`src/rtl/req_ser_pkg.sv`:
```
// Shared definitions for the req/ack serializer and its matching deserializer.
package req_ser_pkg;

  typedef enum logic {
    ST_IDLE = 1'b0,
    ST_SEND = 1'b1
  } ser_state_t;

  // Beats per word for a beat-count field of nw bits.
  function automatic int beats_of(input int nw);
    return 1 << nw;
  endfunction

endpackage

```
`src/rtl/req_ser.sv`:
```
// Wide-word to narrow-beat serializer: accepts one word on d_in/req_in/ack_in and
// emits beats LSB-first on d_out/req_out/ack_out with a last-beat marker.
//
// Handshake: on both channels a transfer happens at a rising edge where req and
// ack are both high; a raised req holds its payload stable until that edge, and
// ack may depend combinationally on the partner's req (here ack_in follows ack_out).
module req_ser
  import req_ser_pkg::*;
#(
  parameter int dw = 8,
  parameter int NW = 2
) (
  input  logic                        clk,
  input  logic                        rstn,
  input  logic [beats_of(NW)*dw-1:0]  d_in,
  input  logic [NW-1:0]               len_in,
  input  logic                        req_in,
  output logic                        ack_in,
  output logic [dw-1:0]               d_out,
  output logic                        last_out,
  output logic                        req_out,
  input  logic                        ack_out,
  output logic                        dbg_state
);

  localparam int N = beats_of(NW);

  ser_state_t          state_q, state_d;
  logic [N*dw-1:0]     sh_q, sh_d;
  logic [NW-1:0]       cnt_q, cnt_d;
  logic                accept;
  logic                xfer;

  always_ff @(posedge clk or negedge rstn) begin
    if (!rstn) begin
      state_q <= ST_IDLE;
      sh_q    <= '0;
      cnt_q   <= '0;
    end else begin
      state_q <= state_d;
      sh_q    <= sh_d;
      cnt_q   <= cnt_d;
    end
  end

  always_comb begin
    state_d   = state_q;
    sh_d      = sh_q;
    cnt_d     = cnt_q;
    req_out   = (state_q == ST_SEND);
    last_out  = (state_q == ST_SEND) && (cnt_q == '0);
    d_out     = sh_q[dw-1:0];
    ack_in    = (state_q == ST_IDLE) || (last_out && ack_out);
    accept    = req_in && ack_in;
    xfer      = req_out && ack_out;
    dbg_state = state_q;

    // A new word landing on the final beat's edge keeps the stream gap-free.
    if (accept) begin
      sh_d    = d_in;
      cnt_d   = len_in;
      state_d = ST_SEND;
    end else if (xfer) begin
      if (last_out) begin
        state_d = ST_IDLE;
      end else begin
        sh_d  = sh_q >> dw;
        cnt_d = cnt_q - 1'b1;
      end
    end
  end

endmodule

```
`config.mk`:
```
export PLATFORM = sky130hd
export DESIGN_NAME = req_ser
export DESIGN_NICKNAME = d
export VERILOG_FILES = /design/src/rtl/req_ser_pkg.sv /design/src/rtl/req_ser.sv
export SDC_FILE = /design/constraint.sdc
export NUM_CORES = 1
export LEC_CHECK = 0
export CAP_MARGIN = 20
export CORE_MARGIN = 1
export CORE_UTILIZATION = 53
export CTS_BUF_LIST = sky130_fd_sc_hd__clkbuf_16
export CTS_CLUSTER_DIAMETER = 50
export DETAILED_ROUTE_END_ITERATION = 10
export GPL_ROUTABILITY_DRIVEN = 0
export PLACE_DENSITY = 0.92
export SYNTH_ARGS = -nofsm -noshare
export SYNTH_HDL_FRONTEND = slang
export SYNTH_SLANG_ARGS = --single-unit
```
`constraint.sdc`:
```
create_clock -name clk -period 4.4 [get_ports clk]
set_input_delay 1.1 -clock clk [delete_from_list [all_inputs] [get_ports clk]]
set_output_delay 1.1 -clock clk [all_outputs]
set_load 0.05 [all_outputs]
```
# ---- Yosys cells after proc, flatten, opt, wreduce, memory -nomap -nowiden
# Cells that the tools add are included.
dict set report totals {
  out_inout_bits 12
  inputBits 38
  word_cells 25
  reg_bits 35
}
dict set report classes {
  n_reduce_logical 10
  bitwise 1
  n_eq_ne 1
  n_addsub 1
  mux 9
}
# operator count
set ops {}
lappend ops {{$mux W32} 3}
lappend ops {{$mux W2} 3}
lappend ops {{$logic_and A1 B1 Y1} 4}
lappend ops {{$reduce_and A2 Y1} 2}
lappend ops {{$reduce_bool A2 Y1} 2}
lappend ops {{$mux W1} 3}
lappend ops {{$logic_not A2 Y1} 1}
lappend ops {{$ne A2 B1 Y1 const B} 1}
lappend ops {{$sub A2 B1 Y2 const B} 1}
lappend ops {{$logic_or A1 B1 Y1} 1}
lappend ops {{$not A1 Y1} 1}

# ---- Depth between registers and ports, before layout
dict set report logic_depth {
  depth_word 7
  depth_mapped 7
  depth_no_buf 5
}

# ---- Worst setup path before layout
# Ideal clock, no wire load.
dict set report synth_path {
  kind {input to output}
  startpoint {in ack_out}
  endpoint {out ack_in}
  stages 3
  slack_ns 1.385
  path_buffers 1
  t_required_ns 3.300
  arrival_ns 1.915
  path_cell_list {nand2_1 -> clkbuf_1 -> nand2_1}
}
dict set report synth_between {
  elab_chain_len 2
}
# element line
set synth_lines {}
lappend synth_lines {{start, declared} req_ser.sv:22} ;# input logic ack_out,
lappend synth_lines {{$logic_and A1 B1 Y1} req_ser.sv:53} ;# ack_in = (state_q == ST_IDLE) || (last_out && ack_out);
lappend synth_lines {{$logic_or A1 B1 Y1} req_ser.sv:53}
lappend synth_lines {{end, declared} req_ser.sv:18} ;# output logic ack_in,
# No other way between the ends.

# ---- Final worst setup path
# Ends and elaborated chain as after synthesis.

==> reports/summary.txt <==
Starting Density = 57.6%
Global route overflow = 0
Fmax = 299 MHz
Worst setup path class = primary input to output pin
Commonest non-fill, non-tap cell in the layout = clkdlybuf4s50_1
Final setup violation count = 0
Min Hold Slack = 0.523 ns
Setup TNS Final = 0 ns
Combinational group share of total power = 47.2%
Switching part of the total power = 40.3%
Share of cells above drive strength 1 = 5.98%
Post-Synthesis Cell Area = 2000 µm²
Final Cycle Share = 75.9%
Sequential share of power = 33.2%
All-Layer GR Usage = 25.9%
Number of distinct library cells after synthesis = 23
GRT met3 Usage = 8.70%
GR Util met2 = 40.8%
Largest net degree at the start of global routing = 36
Initial DRC Count = 164
N_diodes = 0
Die Wd = 63.4 µm
RSZ-0062 raised after global routing = false
Post-synthesis sequential area ratio = 43.8%
Crit. End Element = output pin
Max_cap viols = 0
Core Util, Final = 74.0%
I/O pin cnt = 50
CTS Buf Count = 5
Die area = 4020 µm²
Worst Hold Path Cells = 1
Vias post-DR = 1,731
Rows = 21
PD cells = 655 nW/µm²
Clock buffer depth = 2
CTS clk-pin slew, worst paths = 0.05 ns
Status = completed
Final wirelength = 4710 µm
Vias per cell = 5.83
Clock Latency Late Sink = 0.28 ns
PortBufs = 49
Register bit total from synthesis = 35
CTS tree = done
Antenna violations before repair = 0
Core area = 3470 µm²
Relative slew slack = 37.9%
Global-route layer with the greatest usage = met2
Postcts setup bufs = 0
Mean Syn Cell Area = 9.21 µm²
Crit path DAT = 2.24 ns
Final nets = 289
Hpwl dp = 2910 µm
Global-route wire length before repair = 7960 µm
Worst-margin pin slew = 0.932 ns
Commonest cells after routing, fill and taps aside = clkdlybuf4s50_1 (48), nor2_1 (41), dfrtp_1 (35)
Worst vdd ir = 0.450 mV
Psw = 0.000677 W
Clk Tree Root Cell = clkbuf_16
Die Span Y = 63.4 µm
DRT Pass-1 Iters = 4
CP required = 3.30 ns
Hold Buf Count CTS = 0
Post-CTS sizing = 0
Type of the worst min-delay path = register to register
Type of origin of the critical path = primary input
Final Max Tran Viols = 0
Min cycle time layout = 3.34 ns
Routed wire per std cell = 15.9 µm
Pre-CTS setup slack = 1.10 ns
R2R cell count = 4
Final ANT Viol Nets = 0
Ys Warns = 0
Syn_nets = 256
Met1 usage = 33.1%
DR DRC count = 0
Fin. Hold Viols = 0
Skew final = 0.00237 ns
Cells after synthesis = 217
Setup ws final = 1.06 ns
Area Overhead vs Synth = 28.4%
P_int = 0.00100 W
Clock power frac = 19.6%
P_leak = 1.11 nW
CP Max Fanout = 13
Clock sink count = 35
Vias in the first global route = 1,710
H-tree depth = 2
-- logic make-up after synthesis --
| family | count (synthesis) | synth area share [%] |
|---|---|---|
| adder cells (fa/ha/maj) | 1 | 0.626 |
| flip-flops | 35 | 43.8 |
| AND/OR/NAND/NOR | 77 | 15.2 |
| buffers and inverters | 33 | 9.58 |
| AO/OA/AOI/OAI | 71 | 30.7 |
-- synthesized netlist by cell type --
library cell	instances	area, µm²
nor2_1	41	154
dfrtp_1	35	876
nand2_1	30	113
a211o_1	24	210
o211a_1	24	240
buf_4	10	75.1
clkbuf_1	9	33.8
a221oi_1	8	70.1
o21ai_0	8	40.0
buf_2	6	30.0
buf_6	3	33.8
nor2b_1	3	18.8
a21oi_1	2	10.0
and2_1	2	12.5
buf_1	2	7.51
inv_1	2	7.51
o211ai_1	2	15.0
a21o_1	1	7.51
clkinv_1	1	3.75
ha_1	1	12.5
nand2b_1	1	6.26
o21ba_1	1	10.0
o221a_2	1	11.3
-- power by group through the flow --
stage                     logic [W]  registers (W)  clock network [W]
final                      0.000794       0.000557           0.000330
after global routing       0.000868       0.000575           0.000349
after CTS                  0.000798       0.000555           0.000334
after detailed placement   0.000787       0.000558                  0
after global placement     0.000774       0.000553                  0
after floorplan            0.000640       0.000535                  0
-- critical path, cell delays in order --
cell,delay [ns]
clkdlybuf4s50_1,0.70
nand2_1,0.13
nand2_1,0.16
buf_12,0.15
-- cell type report --
class,count,area (µm²)
well taps,46,57.6
inverters,3,11.3
multi-input cells,149,931
flip-flops and latches,35,876
repair buffers,56,553
fillers,245,902
clock buffers,5,125
clock inverters,3,12.5
-- worst paths after layout --
kind | startpoint | end | slack, ns
max | ack_out | ack_in | 1.06
min | sh_q[14]$_DFFE_PN0P_ | sh_q[14]$_DFFE_PN0P_ | 0.52
max reg2reg | dbg_state$_DFFE_PN0P_ | sh_q[8]$_DFFE_PN0P_ | 2.10
min reg2reg | sh_q[14]$_DFFE_PN0P_ | sh_q[14]$_DFFE_PN0P_ | 0.52
max in group asynchronous | rstn | sh_q[11]$_DFFE_PN0P_ | 2.83
min in group asynchronous | rstn | sh_q[27]$_DFFE_PN0P_ | 1.25
-- sequential cells by signal (all words and copies together) (netlist names) --
signal and count:
cnt_q 2, dbg_state 1, sh_q 32
-- layer usage --
layer,vias up,share of wire (%)
met1,829,45
li1,828,-
met3,10,5.9
met2,64,47
met5,-,0
met4,0,1.6
-- metrics by stage --
stage	total power [W]	std cells	area, µm²
5_1_grt	0.00179	297	2570
6_report	0.00168	297	2570
3_3_place_gp	0.00133	289	2430
2_1_floorplan	0.00118	217	2000
3_5_place_dp	0.00135	289	2430
4_1_cts	0.00169	297	2570
No activity file was read; power rests on OpenSTA's default activity.
